[src/rtl/bmf_qor_pkg.sv]
// Shared types and helpers for the BMF approximation QoR monitor.
package bmf_qor_pkg;

    typedef enum logic [1:0] {IDLE, RUN, DRAIN, DONE} state_e;

    localparam int OUT_W_DEF = 4;
    localparam int CNT_W_DEF = 16;
    localparam int ACC_W_DEF = 24;

    // Unsigned add clamped to the all-ones value of a w-bit field (w <= 32).
    function automatic logic [31:0] sat_add(input logic [31:0] a, input logic [31:0] b, input int w);
        logic [32:0] s;
        logic [31:0] lim;
        s   = {1'b0, a} + {1'b0, b};
        lim = 32'hFFFF_FFFF >> (32 - w);
        return (s > {1'b0, lim}) ? lim : s[31:0];
    endfunction

endpackage

[src/rtl/bmf_diff_stage.sv]
// Stage 1: XOR / popcount / absolute difference of one exact-approx pair, registered on handshake.
module bmf_diff_stage #(
    parameter int OUT_W = 4,
    parameter int PC_W  = 3
) (
    input  logic             clk,
    input  logic             rst_n,
    input  logic             hs,
    input  logic [OUT_W-1:0] exact_po,
    input  logic [OUT_W-1:0] approx_po,
    output logic             s1_valid,
    output logic [OUT_W-1:0] d_xor,
    output logic [OUT_W-1:0] d_abs,
    output logic [PC_W-1:0]  d_pc
);

    logic [OUT_W-1:0] x_c;
    logic [OUT_W-1:0] abs_c;
    logic [PC_W-1:0]  pc_c;

    always_comb begin
        x_c  = exact_po ^ approx_po;
        pc_c = '0;
        for (int i = 0; i < OUT_W; i++)
            pc_c = pc_c + PC_W'(x_c[i]);
        // Difference of two OUT_W-bit values always fits back into OUT_W bits.
        abs_c = (exact_po >= approx_po) ? OUT_W'({1'b0, exact_po} - {1'b0, approx_po})
                                        : OUT_W'({1'b0, approx_po} - {1'b0, exact_po});
    end

    always_ff @(posedge clk or negedge rst_n) begin
        if (!rst_n) begin
            s1_valid <= 1'b0;
            d_xor    <= '0;
            d_abs    <= '0;
            d_pc     <= '0;
        end else begin
            s1_valid <= hs;
            if (hs) begin
                d_xor <= x_c;
                d_abs <= abs_c;
                d_pc  <= pc_c;
            end
        end
    end

endmodule

[src/rtl/bmf_approx_err_monitor.sv]
// Windowed error monitor for a BMF-approximated partition: mismatch count, Hamming sum,
// absolute-difference sum and max absolute difference over num_samples accepted pairs.
module bmf_approx_err_monitor
    import bmf_qor_pkg::*;
#(
    parameter int OUT_W = OUT_W_DEF,
    parameter int CNT_W = CNT_W_DEF,
    parameter int ACC_W = ACC_W_DEF
) (
    input  logic             clk,
    input  logic             rst_n,
    input  logic             start,
    input  logic [CNT_W-1:0] num_samples,
    input  logic             in_valid,
    output logic             in_ready,
    input  logic [OUT_W-1:0] exact_po,
    input  logic [OUT_W-1:0] approx_po,
    output logic             busy,
    output logic             done,
    output logic [CNT_W-1:0] sample_cnt,
    output logic [CNT_W-1:0] err_cnt,
    output logic [ACC_W-1:0] hd_sum,
    output logic [ACC_W-1:0] ad_sum,
    output logic [OUT_W-1:0] max_ad
);

    localparam int PC_W = $clog2(OUT_W + 1);

    state_e           state;
    logic [CNT_W-1:0] win_len;
    logic             hs;
    logic             s1_valid;
    logic             s2_valid;
    logic [OUT_W-1:0] d_xor;
    logic [OUT_W-1:0] d_abs;
    logic [PC_W-1:0]  d_pc;

    assign in_ready = (state == RUN) && (sample_cnt < win_len);
    assign hs       = in_valid && in_ready;

    bmf_diff_stage #(.OUT_W(OUT_W), .PC_W(PC_W)) u_diff (
        .clk      (clk),
        .rst_n    (rst_n),
        .hs       (hs),
        .exact_po (exact_po),
        .approx_po(approx_po),
        .s1_valid (s1_valid),
        .d_xor    (d_xor),
        .d_abs    (d_abs),
        .d_pc     (d_pc)
    );

    always_ff @(posedge clk or negedge rst_n) begin
        if (!rst_n) begin
            state      <= IDLE;
            win_len    <= '0;
            s2_valid   <= 1'b0;
            busy       <= 1'b0;
            done       <= 1'b0;
            sample_cnt <= '0;
            err_cnt    <= '0;
            hd_sum     <= '0;
            ad_sum     <= '0;
            max_ad     <= '0;
        end else begin
            s2_valid <= s1_valid;
            if (s1_valid) begin
                err_cnt <= CNT_W'(sat_add(32'(err_cnt), 32'(d_xor != '0), CNT_W));
                hd_sum  <= ACC_W'(sat_add(32'(hd_sum), 32'(d_pc), ACC_W));
                ad_sum  <= ACC_W'(sat_add(32'(ad_sum), 32'(d_abs), ACC_W));
                if (d_abs > max_ad)
                    max_ad <= d_abs;
            end
            // Pipeline is empty in IDLE/DONE, so clearing here never races an update.
            case (state)
                IDLE, DONE: begin
                    if (start) begin
                        state      <= RUN;
                        win_len    <= num_samples;
                        busy       <= 1'b1;
                        done       <= 1'b0;
                        sample_cnt <= '0;
                        err_cnt    <= '0;
                        hd_sum     <= '0;
                        ad_sum     <= '0;
                        max_ad     <= '0;
                    end
                end
                RUN: begin
                    if (hs)
                        sample_cnt <= sample_cnt + CNT_W'(1);
                    if (sample_cnt == win_len)
                        state <= DRAIN;
                end
                DRAIN: begin
                    // Wait one extra cycle after the final accumulation so results settle.
                    if (!s1_valid && !s2_valid) begin
                        state <= DONE;
                        busy  <= 1'b0;
                        done  <= 1'b1;
                    end
                end
                default: state <= IDLE;
            endcase
        end
    end

endmodule

[config.mk]
export PLATFORM = sky130hd
export DESIGN_NAME = bmf_approx_err_monitor
export DESIGN_NICKNAME = d
export VERILOG_FILES = /design/src/rtl/bmf_qor_pkg.sv /design/src/rtl/bmf_diff_stage.sv /design/src/rtl/bmf_approx_err_monitor.sv
export SDC_FILE = /design/constraint.sdc
export NUM_CORES = 1
export LEC_CHECK = 0
export CAP_MARGIN = 30
export CORE_MARGIN = 1
export CORE_UTILIZATION = 45
export CTS_BUF_LIST = sky130_fd_sc_hd__clkbuf_4 sky130_fd_sc_hd__clkbuf_8
export CTS_CLUSTER_SIZE = 16
export DETAILED_ROUTE_END_ITERATION = 10
export PLACE_DENSITY = 0.75
export SLEW_MARGIN = 20
export SYNTH_ARGS = -nofsm -noshare
export SYNTH_HDL_FRONTEND = slang
export SYNTH_SLANG_ARGS = --single-unit
[constraint.sdc]
create_clock -name clk -period 2.98 [get_ports clk]
set_clock_uncertainty 0.2 [all_clocks]
set_input_delay 0.298 -clock clk [delete_from_list [all_inputs] [get_ports clk]]
set_output_delay 0.298 -clock clk [all_outputs]
set_load 0.005 [all_outputs]
==> out/qor.yml, run 1 <==
combinationalPowerShare: 0.411
max-cap-violations: 0
clkTransAtPathRegs_ps: 70
finalHoldViolCount: 0
ys_seq_area_frac: 0.439
top_layer: "met4"
regArea_um2: 2910
die_area_um2: 15200
p_clk_frac: 0.217
async_flop_share: 1.00
worst_pin_slew_ps: 706
routed_wl_um: 16800
antenna_found_initial: 0
port-buffer-count: 114
clock.fmax_ghz: 0.362
synthToLayoutAreaGrowth_pct: 27.6
status: "finished clean"
insertion_delay_ps: 440
grt_util_all_layers: 0.234
grt_max_degree: 93
antenna_cells: 0
cp-start-kind: "flop"
cts_buffers: 17
switching_share: 0.386
multi_input_area_um2: 3370
ir_worst_vdd_mv: 0.473
finalInstanceArea_um2: 8430
period_minus_slack_ps: 2770
ios: 115
p_int_w: 0.00356
synth_edf_count: 0
grt_first_pass_wirelength_um: 27400
fin_crit_sh: 0.928
antenna_left: 0
power_frac_seq: 0.372
syn_nets: 778
cp.required_ps: 3100
drt-initial-drc-count: 409
setup_tns_ps: 0
h-tree-depth: 4
mostFrequentLayoutCell: "dfrtp_1"
clk_path_buf_depth: 2
drtPass1Iterations: 5
vias: 5821
route.detailed.drc: 0
dp_worst_setup_slack_ps: 172
routedWlPerCell_um: 16.4
cts_tree: "done"
worstPathArrival_ps: 2890
setup_viol: 0
maxSlewViolCount: 0
met3WireLength_um: 835
grt_pass1_vias: 5536
cp_max_fo: 13
synth_ff_type: "dfrtp_1"
final_cell_mix: "dfrtp_1 (113), clkdlybuf4s50_1 (112), nand2_1 (63), inv_1 (58), a21oi_1 (58)"
reg2reg_to: "err_cnt[7]"
routed_via_density: 5.69
setup_ws_ps: 214
die_w_um: 123
die_h_um: 123
ys_warn_count: 0
endpoint_kind: "flop"
reg2reg_from: "u_diff.d_abs[0]"
coreArea_um2: 14100
p_per_area_nw_per_um2: 689
rsz0062_at_grt: "false"
r2r.worst_path.cells: 8
detailed_place.area_um2: 7970
gp_congestion: 0.906
route.layer.met1.wl_um: 7380
p_switching_w: 0.00224
synth-seq-cells: 116
cts_root_buf: "clkbuf_8"
critical_path_class: "flop to flop"
avgSynthCellArea_um2: 9.40
min-delay-path-class: "input pin to async pin"
yosysUniqueCellTypes: 62
synthesis.area_um2: 6610
hpwl_um: 12000
max_slew_margin: 0.527
p_leak_nw: 3.70
dr_wl_met2_um: 8210
syn-instance-count: 703
cts.sinks: 116
fin_hold_ws_ps: 58.6
r2r_setup_slack_ps: 210
gr-total-overflow: 0
fillCellCount: 1189
nNetsFinal: 907
num_rows: 43
drive_gt1_frac: 0.0913
start_util: 0.469
==> power by group through the flow <==
stage	registers, W	clock network (W)	logic (W)
final	0.00216	0.00126	0.00239
after global routing	0.00220	0.00135	0.00267
after CTS	0.00216	0.00130	0.00238
after detailed placement	0.00219	0	0.00235
after global placement	0.00217	0	0.00225
after floorplan	0.00211	0	0.00153
==> synthesized netlist by cell type, drive strengths merged, types with 4 or more instances <==
library cell / instances / area share
a211oi: 8 / 0.011
nor2: 36 / 0.020
ha: 42 / 0.080
and4: 9 / 0.012
nand2: 64 / 0.037
o21ai: 52 / 0.040
nand3: 31 / 0.023
dfrtp: 116 / 0.44
clkbuf: 15 / 0.0085
nor2b: 8 / 0.0076
buf: 14 / 0.012
a41oi: 7 / 0.0093
a311oi: 6 / 0.0080
mux2i: 17 / 0.026
nor3: 14 / 0.013
and2: 4 / 0.0038
and3: 16 / 0.015
xnor2: 18 / 0.024
or3: 6 / 0.0064
nand4: 8 / 0.0076
nor4: 6 / 0.0076
inv: 59 / 0.034
a21oi: 58 / 0.044
a31oi: 27 / 0.026
fa: 5 / 0.015
xor2: 9 / 0.012
o21a: 4 / 0.0045
==> layout make-up <==
type	count	area share
Clock buffer	25	0.0371
Inverter	59	0.0266
Timing Repair Buffer	139	0.162
Multi-Input combinational cell	499	0.400
Sequential cell	116	0.345
Clock inverter	5	0.00327
Tap cell	180	0.0267
==> stage by stage <==
stage / total power (W) / std cells / util
finish: 0.00581 / 1023 / 0.598
global route: 0.00622 / 1023 / 0.598
CTS: 0.00583 / 1017 / 0.592
detailed placement: 0.00453 / 984 / 0.566
global placement: 0.00441 / 984 / 0.566
floorplan: 0.00364 / 703 / -
==> flip-flops by register name, summed over array words and instances, names as in the netlist <==
register	flops
ad_sum	24
hd_sum	24
err_cnt	16
sample_cnt	16
win_len	16
max_ad	4
u_diff.d_abs	4
u_diff.d_pc	3
u_diff.d_xor	3
state	2
busy	1
done	1
s2_valid	1
u_diff.s1_valid	1
==> worst max path at each step <==
stage | startpoint | endpoint
global route | u_diff.d_abs[0] | ad_sum[8]
floorplan | sample_cnt[11] | sample_cnt[15]
CTS | sample_cnt[10] | in_ready
detailed placement | sample_cnt[15] | sample_cnt[9]
finish | u_diff.d_abs[0] | err_cnt[7]
global placement | exact_po[1] | u_diff.d_abs[2]
==> timing repair <==
item / 4_1_cts / 5_1_grt
buffers inserted: 2 / 5
endpoints found under the setup margin: 1 / 9
pin swaps: 1 / 3
gates resized for setup: 1 / 7
hold buffers: 1 / 0
hold endpoints to repair: 67 / 0
==> cells by family (layout without fill, tap and decap cells) <==
kind of cell    Yosys count  in the layout  share of synthesized area
compound gates          193            193                      0.182
fa+ha+maj                47             47                     0.0947
flops                   116            116                      0.439
buf+inv                  88            228                     0.0538
mux                      17             17                     0.0258
xor+xnor                 27             27                     0.0358
simple gates            215            215                      0.169
==> critical path, stage by stage (launching register included) <==
cell,delay [ps]
dfrtp_1,430
or4_1,590
ha_1,260
ha_1,220
nand2_1,150
or3_1,160
or3_1,390
o21a_1,190
nor2_1,40
==> routing by layer <==
layer | track usage | vias to the layer above
li1 | - | 2782
met5 | 0 | -
met2 | 0.384 | 167
met1 | 0.304 | 2845
met4 | 0.0889 | 0
met3 | 0.0484 | 27
Power figures use the tool's default switching activity.
==> inputs of run 2 (changes only) <==
--- a/config.mk
+++ b/config.mk
@@ -5,6 +5,7 @@
 export SDC_FILE = /design/constraint.sdc
 export NUM_CORES = 1
 export LEC_CHECK = 0
+export ABC_CLOCK_PERIOD_IN_PS = 2980
 export CAP_MARGIN = 30
 export CORE_MARGIN = 1
 export CORE_UTILIZATION = 45
==> results of run 2 <==
Final layout, timing and power as in run 1 (identical DEF).
